**src/rtl/ac_reg_if.sv**
```systemverilog
// ----------------------------------------------------------------------------
// ac_reg_if
// Bus bundle between the control unit / datapath (master) and the
// accumulator register (slave).
//
// Signals:
//   write  master->slave  load strobe, sampled on the rising clock edge
//   read   master->slave  output enable for dout (combinational)
//   din    master->slave  WIDTH-bit word to be loaded
//   dout   slave->master  accumulator contents while read=1, else zero
//   zero   slave->master  accumulator == 0
//   neg    slave->master  accumulator MSB
// ----------------------------------------------------------------------------
interface ac_reg_if #(
    parameter int WIDTH = 18
);
    logic             write;
    logic             read;
    logic [WIDTH-1:0] din;
    logic [WIDTH-1:0] dout;
    logic             zero;
    logic             neg;

    modport master (
        output write,
        output read,
        output din,
        input  dout,
        input  zero,
        input  neg
    );

    modport slave (
        input  write,
        input  read,
        input  din,
        output dout,
        output zero,
        output neg
    );
endinterface

```
**src/rtl/ac_reg.sv**
```systemverilog
// ----------------------------------------------------------------------------
// ac_reg
// Accumulator (AC) register of the processor datapath. Loads din verbatim on
// a write strobe, drives its contents onto dout only while read is high, and
// reports zero/sign status for conditional branches.
//
// Ports:
//   clk    rising-edge system clock
//   rst_n  asynchronous active-low reset; forces the register to RESET_VALUE
//   bus    ac_reg_if slave modport (write, read, din, dout, zero, neg)
// ----------------------------------------------------------------------------
module ac_reg #(
    parameter int               WIDTH       = 18,
    parameter logic [WIDTH-1:0] RESET_VALUE = '0
) (
    input  logic     clk,
    input  logic     rst_n,
    ac_reg_if.slave  bus
);

    logic [WIDTH-1:0] r_acc;
    logic             w_zero;
    logic             w_neg;

    // Reset wins over write; the new value is visible on dout from the edge
    // onward, so a same-cycle read sees the old contents before the edge.
    always_ff @(posedge clk or negedge rst_n) begin
        if (!rst_n) begin
            r_acc <= RESET_VALUE;
        end else if (bus.write) begin
            r_acc <= bus.din;
        end
    end

    // Status flags follow the register itself, not the gated output bus.
    assign w_zero = (r_acc == '0);
    assign w_neg  = r_acc[WIDTH-1];

    assign bus.dout = bus.read ? r_acc : '0;
    assign bus.zero = w_zero;
    assign bus.neg  = w_neg;

endmodule

```
**src/flat_wrapper.sv**
```systemverilog
// flat-port wrapper written by rule: the top's interface ports become plain ports
module ac_reg_flat 
#(
    parameter int               WIDTH       = 18,
    parameter logic [WIDTH-1:0] RESET_VALUE = '0
)
  (clk, rst_n, bus_write, bus_read, bus_din, bus_dout, bus_zero, bus_neg);
  ac_reg_if #(.WIDTH(WIDTH)) bus_i ();
  input  logic clk;
  input  logic rst_n;
  input wire logic [$bits(bus_i.write)-1:0] bus_write;
  input wire logic [$bits(bus_i.read)-1:0] bus_read;
  input wire logic [$bits(bus_i.din)-1:0] bus_din;
  output wire logic [$bits(bus_i.dout)-1:0] bus_dout;
  output wire logic [$bits(bus_i.zero)-1:0] bus_zero;
  output wire logic [$bits(bus_i.neg)-1:0] bus_neg;
  assign bus_i.write = bus_write;
  assign bus_i.read = bus_read;
  assign bus_i.din = bus_din;
  assign bus_dout = bus_i.dout;
  assign bus_zero = bus_i.zero;
  assign bus_neg = bus_i.neg;
  ac_reg #(.WIDTH(WIDTH), .RESET_VALUE(RESET_VALUE)) u_core (.clk(clk), .rst_n(rst_n), .bus(bus_i));
endmodule
```
**config.mk**
```make
export PLATFORM = sky130hd
export DESIGN_NAME = ac_reg_flat
export DESIGN_NICKNAME = d
export VERILOG_FILES = /design/src/rtl/ac_reg_if.sv /design/src/rtl/ac_reg.sv /design/src/flat_wrapper.sv
export SDC_FILE = /design/constraint.sdc
export NUM_CORES = 1
export LEC_CHECK = 0
export CORE_MARGIN = 2
export CORE_UTILIZATION = 25
export DETAILED_ROUTE_END_ITERATION = 10
export PLACE_DENSITY_LB_ADDON = 0.15
export SLEW_MARGIN = 20
export SYNTH_ARGS = -nofsm -noshare
export SYNTH_HDL_FRONTEND = slang
export SYNTH_SLANG_ARGS = --single-unit
```
**constraint.sdc**
```tcl
create_clock -name clk -period 1.52 [get_ports clk]
set_clock_uncertainty 0.1 [all_clocks]
set_input_delay 0.304 -clock clk [delete_from_list [all_inputs] [get_ports clk]]
set_output_delay 0.304 -clock clk [all_outputs]
set_load 0.03 [all_outputs]
```
==> flow_summary.toml <==
[worst_setup_path]
path_delay_family = "simple AND/OR/NAND/NOR gates"
critical-path-max-stage-delay_ps = 550
endpoint = "bus_zero"
critical_path_arrival_ps = 1570
r2r_cells = 2
cp-startpoint = "u_core.r_acc[6]"
crit_fanout = 2
crit_required_ps = 1120
r2r_end = "u_core.r_acc[17]"
cp-end-kind = "output port"
worstPathCellList = "or4_4 > nor4_4 > buf_6"
start_kind = "register"
r2r_slack_ps = 510
r2r-start = "u_core.r_acc[17]"
slowest_stage = "or4_4"
cp_num_cells = 3
path_class = "reg2out"
critPathBufInv = 1

[floorplan]
die_w_um = 61.6
fp-row-count = 20
floorplan.initialDensity_pct = 26.7
io-pin-count = 42
core_area_sq_mm = 0.00310
die_h_um = 61.6
dieArea_sq_mm = 0.00379

[routing]
dr.pass1.iters = 3
drtAntennaViolNets = 0
routed_wirelength_mm = 2.13
wl_per_cell_um = 12.9
drc = 0
via_count = 680
drt_iter0_drc = 16
viasPerCell = 4.12

[power_and_ir_drop]
irDropWorstVdd_v = 0.000437
power-per-cell-area_mw_per_mm2 = 821
seq_power_share_pct = 44.0
intPower_w = 0.000940
p_sw_w = 0.000357
p_comb_share_pct = 34.0
netSwitchingFraction_pct = 27.5
clock_power_share_pct = 22.0
leakagePower_nw = 0.692

[flow_run]
cap_violations = 0

[cells_and_area]
utilization_pct = 50.9
num_antenna_cells = 0
areaGrowthSynthToFinish_pct = 90.8
final_area_sq_mm = 0.00158
largest-register = "u_core.r_acc"
drive_gt1_share_pct = 62.8
largest_reg_flops = 18
fin_nets = 144
top_regs = "u_core.r_acc (18)"
nFillCells = 301

[global_route]
track_usage_pct = 12.2
grt_pass1_vias = 670
grt_max_degree = 19
grt_pass1_wl_mm = 3.16
antenna_found_initial = 0
grt_overflow = 0

[sta]
setup_viol = 1
finalCritPeriodShare_pct = 130
max_slew.worst_pin.slew_ps = 234
rsz0062_at_grt = "yes"
fin_ws_ps = -453
setup_tns_ps = -453
hold_violations = 0
fin_crit_ps = 1970
fmax_ghz = 0.507
worst_slew_margin_rel_pct = 84.3
finalMaxSlewViolations = 0

[synthesis]
synthesis.area_sq_um = 828
syn_inst = 63
yosysWarnings = 0
synth_fa_ha_area_share_pct = 0
yosys.area_share.simple_pct = 19.5
synth_top_family_by_area = "multiplexers"
syn_avg_cell_area_sq_um = 13.1
synthTopCellsByArea = "dfrtp_1, mux2_2, and2_1"
synth_area_leader_cell = "dfrtp_1"
synth_xor_xnor_area_share_pct = 0
synth.top_cell.area_share_pct = 54.4
ys_seq_area_share_pct = 54.4
ys_ff_latch = 18
synth_compound_area_share_pct = 0
ys_types = 11
synthMuxAreaShare_pct = 24.5
synth.net_count = 85

[cts]
clock_path_buffers = 2
cts_root_buffer = "clkbuf_4"
cts_tree = "built"
cts.sinks = 18
ctsHtreeMaxLevel = 1
clk_latency_ps = 290
path_clk_slew_ps = 100
numCtsBuffers = 3
holdBufCountCts = 0

[placement]
dp.final_hpwl_mm = 1.48
portBuffers = 41
placed_area_sq_mm = 0.00138
gp_congestion = 0.698
preCtsSetupSlack_ps = -186

[status]
status = "complete, but fails checks"
violations = "setup timing"

[hold_path]
hp-class = "in2async"
-- layer usage --
metal | track usage (%) | up-vias | part of all wire [%]
li1 | - | 334 | -
met1 | 13.8 | 326 | 42
met2 | 21.1 | 18 | 51
met3 | 4.20 | 2 | 5.1
met4 | 4.56 | 0 | 1.6
met5 | 0 | - | 0
-- final cells by class --
| cell class | instances | area, sq um | area share (%) |
|---|---|---|---|
| well taps | 44 | 55.1 | 3.48 |
| repair buffers | 57 | 618 | 39.1 |
| multi-input cells | 42 | 419 | 26.5 |
| clock buffers | 4 | 36.3 | 2.30 |
| flip-flops and latches | 18 | 452 | 28.6 |
-- placed cells by master (no fill, tap or decap), drive strengths merged --
master          n
or4             1
nand3           1
clkbuf          4
mux2           18
and2           18
clkdlybuf4s50  20
dfrtp          18
bufbuf          1
clkdlybuf4s15   1
nor4            4
buf            35
-- power groups by stage --
| stage | clock (W) | combinational, W | sequential, W |
|---|---|---|---|
| finish | 0.000286 | 0.000441 | 0.000570 |
| global route | 0.000317 | 0.000473 | 0.000576 |
| CTS | 0.000303 | 0.000427 | 0.000564 |
| detailed placement | 0 | 0.000376 | 0.000569 |
| global placement | 0 | 0.000375 | 0.000568 |
| floorplan | 0 | 0.000169 | 0.000569 |
-- cell usage after synthesis --
master    number
mux2_2        17
and2_1        17
nand3_1        1
or4_4          1
and2_2         1
nor4_1         3
clkbuf_1       1
nor4_2         1
dfrtp_1       18
buf_2          2
mux2_1         1
-- cells by family (layout without fill, tap and decap cells) --
kind of cell	Yosys count	in the layout
flops	18	18
mux	18	18
buf+inv	3	61
simple gates	24	24
-- metrics by stage --
step                hold WS [ps]  total power, W  instances
floorplan                  -91.6        0.000738         63
global placement             408        0.000943        160
detailed placement           416        0.000944        160
CTS                          231         0.00129        165
global route                 245         0.00137        165
finish                       232         0.00130        165
-- repair_timing --
action                                  4_1_cts  5_1_grt
pin swaps                                     5        9
gates resized for setup                      27       14
endpoints found under the setup margin       19       12
endpoints found under the hold margin         0        0
cloned                                        1        0
buffers inserted                              3        4
-- worst min-delay path by stage --
stage / start / endpoint / slack (ps) / cells after the start
3_5_place_dp: u_core.r_acc[8] / u_core.r_acc[8] / 420 / 1
5_1_grt: rst_n / u_core.r_acc[16] / 250 / 2
2_1_floorplan: rst_n / u_core.r_acc[0] / -90 / 0
4_1_cts: rst_n / u_core.r_acc[0] / 230 / 2
6_report: rst_n / u_core.r_acc[0] / 230 / 2
3_3_place_gp: u_core.r_acc[8] / u_core.r_acc[8] / 410 / 1
(Power assumes the default switching activity.)
